### src/rtl/instruction_fetch_unit_if.sv
// Fetch-unit bus bundle: decoder-side handshake, RAM read port, run/redirect.
interface instruction_fetch_unit_if #(
  parameter int DATA_WIDTH = 32,
  parameter int ADDR_WIDTH = 32
);
  logic                  run;
  logic                  redirect_valid;
  logic [ADDR_WIDTH-1:0] redirect_pc;
  logic [ADDR_WIDTH-1:0] imem_addr;
  logic                  imem_re;
  logic [DATA_WIDTH-1:0] imem_rdata;
  logic                  instr_valid;
  logic                  instr_ready;
  logic [DATA_WIDTH-1:0] instr;
  logic [ADDR_WIDTH-1:0] instr_pc;

  // Fetch unit side
  modport master (
    input  run, redirect_valid, redirect_pc, imem_rdata, instr_ready,
    output imem_addr, imem_re, instr_valid, instr, instr_pc
  );

  // Environment side (RAM + decoder + control)
  modport slave (
    output run, redirect_valid, redirect_pc, imem_rdata, instr_ready,
    input  imem_addr, imem_re, instr_valid, instr, instr_pc
  );
endinterface

### src/rtl/instruction_fetch_unit.sv
// Instruction fetch unit: PC, single-cycle RAM read issue, 2-entry {word,pc}
// buffer toward decode, run/halt and redirect with flush.
module instruction_fetch_unit #(
  parameter int                    DATA_WIDTH = 32,
  parameter int                    ADDR_WIDTH = 32,
  parameter logic [ADDR_WIDTH-1:0] RESET_PC   = '0
) (
  input logic                      clk,
  input logic                      rst_n,
  instruction_fetch_unit_if.master bus
);

  typedef struct packed {
    logic [DATA_WIDTH-1:0] word;
    logic [ADDR_WIDTH-1:0] pc;
  } fetch_ent_t;

  logic [ADDR_WIDTH-1:0] pc;
  logic [ADDR_WIDTH-1:0] inflight_pc;
  logic                  inflight;
  fetch_ent_t [1:0]      fifo_q;   // [0] is head
  logic [1:0]            occ;

  logic                  valid;
  logic                  pop;
  logic                  push;
  logic                  issue;
  logic [2:0]            credit_used;
  logic [ADDR_WIDTH-1:0] redirect_target;
  fetch_ent_t            new_ent;

  // Buffered + in-flight words may never exceed the 2 FIFO slots; a pop this
  // cycle frees one, so the issue limit rises by the pop.
  always_comb begin
    credit_used     = {1'b0, occ} + {2'b00, inflight};
    valid           = (occ != 2'd0) && !bus.redirect_valid;
    pop             = valid && bus.instr_ready;
    // rst_n gate keeps imem_re low the instant reset asserts, even with run=1
    issue           = rst_n && bus.run && !bus.redirect_valid &&
                      (credit_used < (3'd2 + {2'b00, pop}));
    push            = inflight && !bus.redirect_valid;
    redirect_target = bus.redirect_pc & ~ADDR_WIDTH'(3);
    new_ent         = '{word: bus.imem_rdata, pc: inflight_pc};
  end

  assign bus.imem_re     = issue;
  assign bus.imem_addr   = pc;
  assign bus.instr_valid = valid;
  assign bus.instr       = fifo_q[0].word;
  assign bus.instr_pc    = fifo_q[0].pc;

  // PC and in-flight tracking; redirect drops any response due next cycle
  always_ff @(posedge clk or negedge rst_n) begin
    if (!rst_n) begin
      pc          <= RESET_PC;
      inflight    <= 1'b0;
      inflight_pc <= '0;
    end else if (bus.redirect_valid) begin
      pc          <= redirect_target;
      inflight    <= 1'b0;
    end else begin
      inflight <= issue;
      if (issue) begin
        inflight_pc <= pc;
        pc          <= pc + ADDR_WIDTH'(4);
      end
    end
  end

  // Shift-style 2-entry FIFO; head keeps its last value when the FIFO drains
  always_ff @(posedge clk or negedge rst_n) begin
    if (!rst_n) begin
      occ    <= 2'd0;
      fifo_q <= '0;
    end else if (bus.redirect_valid) begin
      occ <= 2'd0;
    end else begin
      case ({push, pop})
        2'b10: begin
          fifo_q[occ[0]] <= new_ent;
          occ            <= occ + 2'd1;
        end
        2'b01: begin
          if (occ == 2'd2) fifo_q[0] <= fifo_q[1];
          occ <= occ - 2'd1;
        end
        2'b11: begin
          if (occ == 2'd2) begin
            fifo_q[0] <= fifo_q[1];
            fifo_q[1] <= new_ent;
          end else begin
            fifo_q[0] <= new_ent;
          end
        end
        default: ;
      endcase
    end
  end

endmodule

### src/flat_wrapper.sv
// flat-port wrapper written by rule: the top's interface ports become plain ports
module instruction_fetch_unit_flat 
#(
  parameter int                    DATA_WIDTH = 32,
  parameter int                    ADDR_WIDTH = 32,
  parameter logic [ADDR_WIDTH-1:0] RESET_PC   = '0
)
  (clk, rst_n, bus_run, bus_redirect_valid, bus_redirect_pc, bus_imem_rdata, bus_instr_ready, bus_imem_addr, bus_imem_re, bus_instr_valid, bus_instr, bus_instr_pc);
  instruction_fetch_unit_if #(.DATA_WIDTH(DATA_WIDTH), .ADDR_WIDTH(ADDR_WIDTH)) bus_i ();
  input logic clk;
  input logic rst_n;
  input wire logic [$bits(bus_i.run)-1:0] bus_run;
  input wire logic [$bits(bus_i.redirect_valid)-1:0] bus_redirect_valid;
  input wire logic [$bits(bus_i.redirect_pc)-1:0] bus_redirect_pc;
  input wire logic [$bits(bus_i.imem_rdata)-1:0] bus_imem_rdata;
  input wire logic [$bits(bus_i.instr_ready)-1:0] bus_instr_ready;
  output wire logic [$bits(bus_i.imem_addr)-1:0] bus_imem_addr;
  output wire logic [$bits(bus_i.imem_re)-1:0] bus_imem_re;
  output wire logic [$bits(bus_i.instr_valid)-1:0] bus_instr_valid;
  output wire logic [$bits(bus_i.instr)-1:0] bus_instr;
  output wire logic [$bits(bus_i.instr_pc)-1:0] bus_instr_pc;
  assign bus_i.run = bus_run;
  assign bus_i.redirect_valid = bus_redirect_valid;
  assign bus_i.redirect_pc = bus_redirect_pc;
  assign bus_i.imem_rdata = bus_imem_rdata;
  assign bus_i.instr_ready = bus_instr_ready;
  assign bus_imem_addr = bus_i.imem_addr;
  assign bus_imem_re = bus_i.imem_re;
  assign bus_instr_valid = bus_i.instr_valid;
  assign bus_instr = bus_i.instr;
  assign bus_instr_pc = bus_i.instr_pc;
  instruction_fetch_unit #(.DATA_WIDTH(DATA_WIDTH), .ADDR_WIDTH(ADDR_WIDTH), .RESET_PC(RESET_PC)) u_core (.clk(clk), .rst_n(rst_n), .bus(bus_i));
endmodule
### config.mk
export PLATFORM = sky130hd
export DESIGN_NAME = instruction_fetch_unit_flat
export DESIGN_NICKNAME = d
export VERILOG_FILES = /design/src/rtl/instruction_fetch_unit_if.sv /design/src/rtl/instruction_fetch_unit.sv /design/src/flat_wrapper.sv
export SDC_FILE = /design/constraint.sdc
export NUM_CORES = 1
export LEC_CHECK = 0
export CORE_MARGIN = 1.5
export CORE_UTILIZATION = 56
export DETAILED_ROUTE_END_ITERATION = 10
export HOLD_SLACK_MARGIN = 0.08
export PLACE_DENSITY = 0.95
export SLEW_MARGIN = 20
export SYNTH_ARGS = -nofsm -noshare
export SYNTH_HDL_FRONTEND = slang
export SYNTH_SLANG_ARGS = --single-unit
### constraint.sdc
create_clock -name clk -period 3.6 [get_ports clk]
set_clock_uncertainty 0.05 [all_clocks]
set_input_delay 0.72 -clock clk [delete_from_list [all_inputs] [get_ports clk]]
set_output_delay 0.72 -clock clk [all_outputs]
set_load 0.01 [all_outputs]
# Yosys cells after proc, flatten, opt, wreduce, memory -nomap -nowiden
# Cells that the tools add are included.
[totals] regBits=195 output_inout_bits=98 in_bits=69 wordCells=52
[op_classes] n_eq_ne=6 bitwise_logic=1 mux=13 reduce_logical=16 n_lt_le_gt_ge=3 addsub=5
[op_table] cell="two-way mux 64 bit" count=4
[op_table] cell="one-hot mux 64 bit (3 select lines)" count=1
[op_table] cell="bitwise mux 128 bit" count=1
[op_table] cell="one-hot mux 64 bit (2 select lines)" count=1
[op_table] cell="demux 64 bit (select 1 bit)" count=1
[op_table] cell="two-way mux 32 bit" count=2
[op_table] cell="adder 32 x 3 -> 32 bit, second input constant" count=1
[op_table] cell="logical AND 1 bit" count=7
[op_table] cell="equality test 2 bit, second input constant" count=3
[op_table] cell="AND reduction 3 bit" count=2
[op_table] cell="nonzero test 2 bit" count=3
[op_table] cell="nonzero test 3 bit" count=2
[op_table] cell="inequality test 2 x 1 -> 1 bit, second input constant" count=2
[op_table] cell="one-hot mux 2 bit (2 select lines)" count=1
[op_table] cell="adder 2 x 1 -> 3 bit" count=1
[op_table] cell="adder 2 x 1 -> 3 bit, first input constant" count=1
[op_table] cell="< comparator 3 bit" count=1
[op_table] cell="adder 2 x 1 -> 2 bit, second input constant" count=1
[op_table] cell="equality test 2 x 1 -> 1 bit, second input constant" count=1
[op_table] cell="< comparator 1 x 2 -> 1 bit, second input constant" count=1
[op_table] cell="two-way mux 2 bit" count=1
[op_table] cell="AND reduction 2 bit" count=1
[op_table] cell="subtractor 2 x 1 -> 2 bit, second input constant" count=1
[op_table] cell=">= comparator 1 bit, second input constant" count=1
[op_table] cell="3 further kinds" count=3

# Depth between registers and ports, before layout
# Gate-level depths: netlist of run 1.
[logic_depth] ltp_word=8 ltp_mapped=9 mapped_depth_nobuf=7

# Worst setup path before layout of run 1
# No wires, ideal clock.
[synth_timing] path_kind="input-to-output" start="in bus_redirect_valid" end="out bus_imem_re" stages=5 path_buffers=1 setup_slack_ns=1.016 required_ns=2.830 arrival_ns=1.814 path_cell_list="nand2b_1 o31ai_4 nand2_1 nor2_1 buf_2"
[synth_via] elab_chain_len=6 word_cells_on_any_way=7 cone_classes="add/sub: 1; order compare: 1; reduce/logical: 5"
[synth_lines] element="start: declaration" line_no="flat_wrapper.sv:13" rtl="input wire logic [$bits(bus_i.redirect_valid)-1:0] bus_redirect_valid;"
[synth_lines] element="zero test 1 bit *" line_no="instruction_fetch_unit.sv:36, instruction_fetch_unit.sv:39"
[synth_lines] element="logical AND 1 bit" line_no="instruction_fetch_unit.sv:36" rtl="valid = (occ != 2'd0) && !bus.redirect_valid;"
[synth_lines] element="logical AND 1 bit" line_no="instruction_fetch_unit.sv:37" rtl="pop = valid && bus.instr_ready;"
[synth_lines] element="adder 2 x 1 -> 3 bit" line_no="instruction_fetch_unit.sv:40" rtl="(credit_used < (3'd2 + {2'b00, pop}));"
[synth_lines] element="< comparator 3 bit" line_no="instruction_fetch_unit.sv:40"
[synth_lines] element="logical AND 1 bit *" line_no="instruction_fetch_unit.sv:39" rtl="issue = rst_n && bus.run && !bus.redirect_valid &&"
[synth_lines] element="end: declaration" line_no="flat_wrapper.sv:18" rtl="output wire logic [$bits(bus_i.imem_re)-1:0] bus_imem_re;"
# Every way passes the cells marked *; elsewhere a longest branch is shown, timed or not.

# Worst setup path in the final report of run 1
[layout_timing] start="in bus_instr_ready" end="out bus_imem_re"
[layout_via] elab_chain_len=4
[layout_lines] element="start: declaration" line_no="flat_wrapper.sv:16" rtl="input wire logic [$bits(bus_i.instr_ready)-1:0] bus_instr_ready;"
[layout_lines] element="logical AND 1 bit" line_no="instruction_fetch_unit.sv:37"
[layout_lines] element="adder 2 x 1 -> 3 bit" line_no="instruction_fetch_unit.sv:40"
[layout_lines] element="< comparator 3 bit" line_no="instruction_fetch_unit.sv:40"
[layout_lines] element="logical AND 1 bit" line_no="instruction_fetch_unit.sv:39"
# No other way between the ends.

==> impl_metrics.py, run 1 <==
metrics = {
    "run_status": {
        "status": "finished clean",
    },
    "synth": {
        "synth-edff-count": 0,
        "ys_types": 43,
        "ys_warn_count": 0,
        "synth_most_common_cell": "dfrtp_1",
        "syn-instance-count": 776,
        "synthArstFlopShare_pct": 100,
        "synthTopCellsByCount": "dfrtp_1 (188), nand2_1 (97), mux2_2 (94), o21ai_0 (81), buf_4 (66)",
        "syn_avg_cell_area_um2": 11.2,
        "synthTopCellsByArea": "dfrtp_1 (54%), mux2_2 (12%), buf_4 (5.7%), a22oi_1 (5.4%), o21ai_0 (4.6%)",
        "ys_seq_area_share_pct": 54.0,
        "ys_seq_elements": 188,
        "ys.flop_type": "dfrtp_1",
        "synth_area_um2": 8720,
        "synth_top_area_cell": "dfrtp_1",
        "synth_top_area_share_pct": 54.0,
    },
    "timing": {
        "period_share_pct": 97.1,
        "setup_ws_ns": 0.105,
        "max_freq_mhz": 286,
        "setup_violations": 0,
        "final.setup.tns_ns": 0,
        "report.final.slew_viol_count": 0,
        "post-route-min-period_ns": 3.50,
        "worstMarginPinSlew_ns": 1.03,
        "relSlewSlack_pct": 31.5,
        "rsz0062_at_grt": "no",
        "final_hold_viol_count": 0,
    },
    "critical_path": {
        "crit_slowest_cell": "clkdlybuf4s50_1",
        "arrival_ns": 2.73,
        "crit_buf_inv": 2,
        "cp_top_family": "buffers and inverters",
        "startpoint_type": "input port",
        "cpPeakStageDelay_ns": 0.62,
        "crit_path_end_kind": "output port",
        "path_class": "input port to output port",
        "worstPathRequired_ns": 2.83,
        "worstPathCellList": "clkdlybuf4s50_1, nand2b_1, o31ai_4, nand2_1, nor2_2, clkdlybuf4s50_1",
        "path_common_cell": "clkdlybuf4s50_1",
        "crit_fanout": 6,
    },
    "power_and_ir_drop": {
        "peakVddDrop_mv": 0.350,
        "p_leak_nw": 4.68,
        "cellPowerDensity_nw_per_um2": 535,
        "p_total_w": 0.00567,
    },
    "clocking": {
        "hold_buffers": 0,
        "cts_tree": "built",
        "clockBufferDepth": 2,
        "cts_resized": 0,
        "insertion_delay_ns": 0.42,
        "cts-buffers-inserted": 17,
        "htreeDepth": 4,
        "clockRootBuffer": "clkbuf_16",
        "path_clk_slew_ns": 0.07,
        "cts_setup_buffers": 0,
        "clock_sinks": 188,
    },
    "drt": {
        "dr.pass1.iters": 4,
        "via_per_inst": 5.88,
        "wl_mm": 19.4,
        "drtIter0Drc": 483,
        "vias": 6220,
        "detail-route-antenna-nets": 0,
        "drc": 0,
        "wire_per_inst_um": 18.4,
    },
    "cells_and_area": {
        "nets": 928,
        "drive_gt1_share_pct": 18.0,
        "nFillCells": 1043,
        "n_antenna_cell": 0,
        "syn2layout_area_growth_pct": 21.5,
        "post-route-util_pct": 69.7,
        "final_cells": 1057,
    },
    "global_routing": {
        "grt_usage_pct": 24.6,
        "grt_overflow": 0,
        "grt_max_degree": 190,
        "antenna_found_initial": 0,
        "grt_pass1_vias": 6156,
        "grt_pass1_wl_mm": 31.5,
    },
    "min_path": {
        "hp-class": "input port to asynchronous set/reset pin",
    },
    "placed_design": {
        "place_inst": 1025,
        "dp_slack_ns": 0.183,
        "finalWeightedCongestion": 0.875,
        "io_buffer_count": 162,
        "dp_hpwl_mm": 12.7,
    },
    "floorplanning": {
        "rows": 45,
        "die_h_um": 128,
        "core_area_um2": 15200,
        "die_w_um": 128,
        "die-area_um2": 16300,
        "initial_core_util_pct": 57.3,
        "io_pins": 167,
    },
    "job": {
        "maxCapViolCount": 0,
    },
}
path summary, 6_finish.rpt:
path | start | to | slack [ns] | depth (start not counted)
min in group clk | u_core.bus.instr[5] | u_core.bus.instr[5] | 0.43 | 2
worst max-delay path | bus_instr_ready | bus_imem_re | 0.10 | 6
worst min-delay path | rst_n | u_core.bus.imem_addr[16] | 0.42 | 2
worst min register to register | u_core.bus.instr[5] | u_core.bus.instr[5] | 0.43 | 2
worst max register to register | u_core.occ[0] | u_core.bus.imem_addr[24] | 0.76 | 7
max in group asynchronous | rst_n | u_core.inflight_pc[27] | 2.28 | 2
cells by family (layout without fill, tap and decap cells):
family / Yosys count / count (layout) / synth area share (%)
buf+inv: 118 / 210 / 8.35
fa+ha+maj: 3 / 3 / 0.431
mux: 97 / 97 / 12.5
xor+xnor: 26 / 26 / 2.61
other cells: 1 / 2 / 0.0430
compound gates: 161 / 161 / 11.6
flops: 188 / 188 / 54.0
simple gates: 182 / 182 / 10.5
metrics by stage:
stage | hold WS (ns) | area (µm²)
2_1_floorplan | 0.374 | 8720
3_3_place_gp | 0.410 | 10000
3_5_place_dp | 0.420 | 10000
4_1_cts | 0.434 | 10600
5_1_grt | 0.443 | 10600
6_report | 0.419 | 10600
metal layers:
| layer | part of all wire (%) | track usage (%) | vias up |
|---|---|---|---|
| li1 | - | - | 2849 |
| met1 | 43 | 33.1 | 3079 |
| met2 | 49 | 40.2 | 261 |
| met3 | 6.1 | 5.01 | 31 |
| met4 | 1.6 | 8.39 | 0 |
| met5 | 0 | 0 | - |
state kept, by name, summed over array words and instances, names as in the netlist:
signal / cells
u_core.inflight: 1
u_core.bus.instr_pc: 31
u_core.inflight_pc: 30
u_core.bus.imem_addr: 30
u_core.fifo_q: 62
u_core.bus.instr: 32
u_core.occ: 2
final cells by class:
| cell class | count | area, µm² | area share, % |
|---|---|---|---|
| sequential | 188 | 4700 | 44.4 |
| multi-input combinational | 471 | 3320 | 31.3 |
| timing repair buffer | 173 | 1740 | 16.4 |
| clock buffer | 20 | 467 | 4.41 |
| tap | 188 | 235 | 2.22 |
| clock inverter | 12 | 106 | 1.00 |
| inverter | 5 | 18.8 | 0.177 |
report_power, final:
group	switching [W]	internal, W	total (W)
Clock	0.000825	0.000961	0.00179
Sequential	0.000257	0.00245	0.00271
Combinational	0.000499	0.000671	0.00117
cell usage in the layout, fill, tap and decap left out, drive strengths merged, types with 11 or more instances in the layout:
master / netlist / layout
dfrtp: 188 / 188
clkdlybuf4s50: 0 / 160
nand2: 97 / 97
mux2: 94 / 94
o21ai: 87 / 87
a22oi: 63 / 63
clkbuf: 35 / 21
nand3: 15 / 15
nand4: 14 / 14
xnor2: 13 / 13
xor2: 13 / 13
buf: 78 / 12
nor2: 11 / 11
worst register-to-register path: cells and delay by family, from the launching register on:
kind,cells,cell delay (ns)
flip-flops,1,0.52
multiplexers,1,0.27
AND/OR/NAND/NOR,3,1.30
adder cells (fa/ha/maj),2,0.48
XOR/XNOR,1,0.10
Power figures use the tool's default switching activity.
==> inputs of run 2 (changes only) <==
--- a/config.mk
+++ b/config.mk
@@ -7,6 +7,8 @@
 export LEC_CHECK = 0
 export CORE_MARGIN = 1.5
 export CORE_UTILIZATION = 56
+export CTS_CLUSTER_DIAMETER = 40
+export CTS_CLUSTER_SIZE = 24
 export DETAILED_ROUTE_END_ITERATION = 10
 export HOLD_SLACK_MARGIN = 0.08
 export PLACE_DENSITY = 0.95
==> results of run 2 <==
The final DEF is identical to that of run 1; final timing and power are the same.
==> inputs of run 3 (changes only) <==
--- a/config.mk
+++ b/config.mk
@@ -8,7 +8,6 @@
 export CORE_MARGIN = 1.5
 export CORE_UTILIZATION = 56
 export CTS_CLUSTER_DIAMETER = 40
-export CTS_CLUSTER_SIZE = 24
 export DETAILED_ROUTE_END_ITERATION = 10
 export HOLD_SLACK_MARGIN = 0.08
 export PLACE_DENSITY = 0.95
==> results of run 3 <==
The final DEF is identical to that of run 1; final timing and power are the same.
